--- config.mk ---
export PLATFORM = sky130hd
export DESIGN_NAME = seg_scan_driver
export DESIGN_NICKNAME = d
export VERILOG_FILES = /design/src/rtl/seg_scan_driver.sv
export SDC_FILE = /design/constraint.sdc
export NUM_CORES = 1
export LEC_CHECK = 0
export CAP_MARGIN = 20
export CORE_MARGIN = 4
export CORE_UTILIZATION = 25
export CTS_CLUSTER_DIAMETER = 100
export DETAILED_ROUTE_END_ITERATION = 6
export SLEW_MARGIN = 40
export SYNTH_ARGS = -nofsm -noshare
export SYNTH_HDL_FRONTEND = slang
export SYNTH_SLANG_ARGS = --single-unit
--- constraint.sdc ---
create_clock -name clock -period 4.07 [get_ports clock]
set_input_delay 0.814 -clock clock [delete_from_list [all_inputs] [get_ports clock]]
set_output_delay 0.814 -clock clock [all_outputs]
set_load 0.03 [all_outputs]
--- src/rtl/seg_scan_driver.sv ---
// seg_scan_driver: double-buffered 4-digit seven-segment scanner.
// Shows a, b, carry and sum on a shared active-low segment bus.
module seg_scan_driver #(
    parameter int REFRESH_DIV  = 50000,
    parameter int BLANK_CYCLES = 500
) (
    input  logic       clock,
    input  logic       reset,
    input  logic       load,
    input  logic [3:0] a,
    input  logic [3:0] b,
    input  logic [3:0] sum,
    input  logic       co,
    output logic [6:0] seg,
    output logic [3:0] an,
    output logic       frame,
    output logic       valid
);

    localparam int CW = (REFRESH_DIV > 2) ? $clog2(REFRESH_DIV) : 1;
    localparam logic [CW-1:0] LAST = CW'(REFRESH_DIV - 1);

    logic [CW-1:0] cnt_q, cnt_d;
    logic [1:0]    dig_q, dig_d;
    logic [3:0]    pa_q, pb_q, ps_q, pa_d, pb_d, ps_d;
    logic          pc_q, pv_q, pc_d, pv_d;
    logic [3:0]    da_q, db_q, ds_q, da_d, db_d, ds_d;
    logic          dc_q, valid_q, seen_q, dc_d, valid_d, seen_d;
    logic [6:0]    seg_q, seg_d;
    logic [3:0]    an_q, an_d;
    logic          frame_q, frame_d;
    logic          wrap, blank;
    logic [3:0]    val;

    function automatic logic [6:0] hex7(input logic [3:0] v);
        logic [6:0] s;
        unique case (v)
            4'h0: s = 7'h40;
            4'h1: s = 7'h79;
            4'h2: s = 7'h24;
            4'h3: s = 7'h30;
            4'h4: s = 7'h19;
            4'h5: s = 7'h12;
            4'h6: s = 7'h02;
            4'h7: s = 7'h78;
            4'h8: s = 7'h00;
            4'h9: s = 7'h10;
            4'hA: s = 7'h08;
            4'hB: s = 7'h03;
            4'hC: s = 7'h46;
            4'hD: s = 7'h21;
            4'hE: s = 7'h06;
            default: s = 7'h0E;
        endcase
        return s;
    endfunction

    // Next-state: slot timing, buffers, and the registered output image
    // of the slot position the counter currently holds.
    always_comb begin
        wrap  = (cnt_q == LAST);
        cnt_d = wrap ? '0 : cnt_q + 1'b1;
        dig_d = wrap ? dig_q + 2'd1 : dig_q;

        pa_d = load ? a   : pa_q;
        pb_d = load ? b   : pb_q;
        ps_d = load ? sum : ps_q;
        pc_d = load ? co  : pc_q;
        pv_d = pv_q | load;

        // Old pending values are copied here, so a load on the
        // boundary edge waits for the next boundary.
        da_d    = wrap ? pa_q : da_q;
        db_d    = wrap ? pb_q : db_q;
        ds_d    = wrap ? ps_q : ds_q;
        dc_d    = wrap ? pc_q : dc_q;
        valid_d = valid_q | (wrap & pv_q);
        seen_d  = seen_q | wrap;

        val = 4'h0;
        unique case (dig_q)
            2'd0: val = ds_q;
            2'd1: val = {3'b000, dc_q};
            2'd2: val = db_q;
            default: val = da_q;
        endcase

        blank = (int'(cnt_q) < BLANK_CYCLES);
        if (blank) begin
            an_d  = 4'hF;
            seg_d = 7'h7F;
        end else begin
            an_d  = ~(4'b0001 << dig_q);
            seg_d = valid_q ? hex7(val) : 7'h3F;
        end

        frame_d = (cnt_q == '0) && (dig_q == 2'd0) && seen_q;
    end

    // State and output registers, cleared asynchronously.
    always_ff @(posedge clock or posedge reset) begin
        if (reset) begin
            cnt_q   <= '0;
            dig_q   <= '0;
            pa_q    <= '0;
            pb_q    <= '0;
            ps_q    <= '0;
            pc_q    <= 1'b0;
            pv_q    <= 1'b0;
            da_q    <= '0;
            db_q    <= '0;
            ds_q    <= '0;
            dc_q    <= 1'b0;
            valid_q <= 1'b0;
            seen_q  <= 1'b0;
            seg_q   <= 7'h7F;
            an_q    <= 4'hF;
            frame_q <= 1'b0;
        end else begin
            cnt_q   <= cnt_d;
            dig_q   <= dig_d;
            pa_q    <= pa_d;
            pb_q    <= pb_d;
            ps_q    <= ps_d;
            pc_q    <= pc_d;
            pv_q    <= pv_d;
            da_q    <= da_d;
            db_q    <= db_d;
            ds_q    <= ds_d;
            dc_q    <= dc_d;
            valid_q <= valid_d;
            seen_q  <= seen_d;
            seg_q   <= seg_d;
            an_q    <= an_d;
            frame_q <= frame_d;
        end
    end

    assign seg   = seg_q;
    assign an    = an_q;
    assign frame = frame_q;
    assign valid = valid_q;

endmodule

==> impl_metrics.yaml <==
run_status:
  status: "complete, no violations"
setup_path:
  r2r-start: "dig_q[0]"
  r2r_cells: 8
  crit_start: "dig_q[0]"
  critPathCaptureType: "flip-flop"
  critPathKind: "flip-flop to flip-flop"
  cp-start-kind: "flip-flop"
  cp_data_required_time_ns: 4.32
  rr_endpoint: "seg[3]"
  r2r_setup_slack_ns: 1.62
  worstPathArrival_ns: 2.70
  crit_fanout: 8
die:
  initial_core_util_pct: 25.86
  num_rows: 38
  die-area_sq_mm: 0.01313
  pin_count: 29
  die-height_um: 114.6
  core_sq_mm: 0.01098
  die_w_um: 114.6
clocking:
  cts_tree: "yes"
  post_cts_resized: 0
  clk_pin_slew_worst_paths_ns: 0.05
  clock-sinks: 59
  ctsHtreeMaxLevel: 3
  cts_buffers: 9
  cts_setup_buffers: 0
  cts_buffer_depth: 2
  root_buffer: "clkbuf_16"
  hold_buffers: 0
  clk_latency_ns: 0.32
synthesis:
  ys.flop_type: "dfrtp_1"
  synth-async-reset-ratio_pct: 100.0
  synth_top_family_by_area: "multiplexers"
  synth-simple-area-share_pct: 12.03
  synth_top_cell_area_share_pct: 42.29
  ys_types: 47
  synth_mux_area_share_pct: 13.92
  yosys-top-cells-area: "dfrtp_1, dfstp_2, mux2_2"
  ys_ff_latch: 59
  synth_fa_ha_area_share_pct: 6.167
  yosys.area.top_type: "dfrtp_1"
  synth.avg_cell_area_sq_um: 12.30
  synth_edf_count: 0
  syn_inst: 231
  syn-cell-area_sq_mm: 0.002840
  synth-xor-area-share_pct: 4.934
  ys_seq_area_share_pct: 52.47
  synth-compound-area-share_pct: 7.357
  yosysWarnings: 0
  syn-num-nets: 261
global_route:
  overflow: 0
  grt_max_degree: 26
  track_usage_pct: 9.254
  grt_pass1_vias: 1923
  antenna_found_initial: 0
  grt_pass1_wl_um: 9535
route:
  route.detailed.drc: 0
  drtIter0Drc: 71
  routed_wl_um: 5453
  postRouteAntennaNets: 0
  vias: 1840
  firstDrtPassIters: 4
  wire_per_inst_um: 13.24
  vias_per_cell: 4.466
pwr:
  clkPwrFrac_pct: 59.3
  leakage_nw: 1.614
  p_seq_share_pct: 37.9
  p_sw_mw: 0.2817
  vdd_drop_max_mv: 0.2545
  p_int_mw: 1.320
  p_comb_share_pct: 2.7
  switching_share_pct: 17.59
  power_per_cell_area_mw_per_mm2: 436.3
layout:
  area_growth_pct: 29.21
  drive_above_1_share_pct: 24.26
  final_cells: 412
  layout.cells.most_common: "dfrtp_1"
  final_cell_mix: "dfrtp_1, clkdlybuf4s50_1, mux2_2"
  antenna_cells: 0
  nets: 297
placed_design:
  place_ws_ns: 1.458
  dp_hpwl_um: 3995
  dp.cells: 396
  finalWeightedCongestion: 0.8494
  port_buffers: 28
hold_path:
  whs_path_depth: 1
  holdPathEnd: "pv_q"
  min_from: "pv_q"
  hold_class: "flip-flop to flip-flop"
timing:
  worst_slack_ns: 1.625
  finalSetupViolations: 0
  tns_ns: 0
  rsz0062_at_grt: "false"
  fmax_mhz: 408.9
  maxSlewViolCount: 0
  tightest_slew_ns: 0.6498
  final_hold_viol_count: 0
  timing.final.crit_share_pct: 60.08
  slew_headroom_pct: 56.54
  min_period_ns: 2.445
  skew_ns: 0.003843
job:
  drv_cap: 0
[critical path, stage by stage, from the launching register on]
cell      delay [ns]
dfrtp_1         0.41
inv_1           0.13
ha_1            0.32
a222oi_1        0.11
a21oi_1         0.50
inv_1           0.21
ha_1            0.35
o211ai_1        0.11
a21bo_2         0.23
[area by class of cell]
cell class              count  area [sq um]
multi-input cells         153          1261
clock buffers              12         256.5
fillers                  1130          7313
inverters                  11         41.29
clock inverters             4         120.1
repair buffers             33         325.3
flip-flops and latches     59          1490
well taps                 140         175.2
[metrics by stage]
step                      instance area (sq um)  util, %  power, mW  hold WS [ns]
after CTS                                  3670    33.41      1.626        0.4753
after global routing                       3670    33.41      1.655        0.4885
final                                      3670    33.41      1.601        0.4775
after floorplan                            2840        -     0.6382        0.4376
after detailed placement                   3293    29.98     0.6632        0.4556
after global placement                     3271    29.78     0.6615        0.4552
[worst max path at each step]
stage	to	slack [ns]
after floorplan	cnt_q[0]	1.82
after global placement	seg[0]	1.50
after detailed placement	seg[3]	1.46
after CTS	seg[3]	1.42
after global routing	seg[0]	1.44
final	seg[3]	1.62
[state kept, by name (all words and copies together) (netlist names), 2 cells and up]
name	cells
pb_q	4
dig_q	2
ds_q	4
an	4
pa_q	4
ps_q	4
seg	7
da_q	4
cnt_q	16
db_q	4
[cells in the mapped netlist, drive strengths merged (2+ instances only)]
cell type   n
a21oi       4
and4        3
buf         6
clkbuf      2
dfrtp      48
dfstp      11
ha         14
inv        11
mux2       28
mux2i       5
nand2      17
nand3       4
nand4       6
nor2       10
nor2b       3
nor3        9
o211ai      5
o21ai       6
o221ai      3
or2         3
xnor2       5
xor2       11
[cells by family after synthesis]
| logic type | Yosys count |
|---|---|
| fa+ha+maj | 14 |
| compound gates | 29 |
| buf+inv | 19 |
| simple gates | 61 |
| mux | 33 |
| flops | 59 |
| xor+xnor | 16 |
[layer usage]
layer  wire (um)  global-route usage, %  part of all wire [%]  vias up
li1            -                      -                     -      886
met1        2770                  12.53                    51      899
met2        2355                  13.43                    43       45
met3         248                  3.700                   4.5       10
met4          78                  3.088                   1.4        0
met5           0                      0                     0        -
[power groups by stage]
stage / clock network (mW) / registers (mW) / logic (mW)
5_1_grt: 0.996 / 0.609 / 0.0497
2_1_floorplan: 0 / 0.615 / 0.0237
4_1_cts: 0.972 / 0.608 / 0.0460
3_5_place_dp: 0 / 0.617 / 0.0458
3_3_place_gp: 0 / 0.617 / 0.0446
6_report: 0.950 / 0.608 / 0.0439
Note: power is estimated with default switching activity, not from simulation.
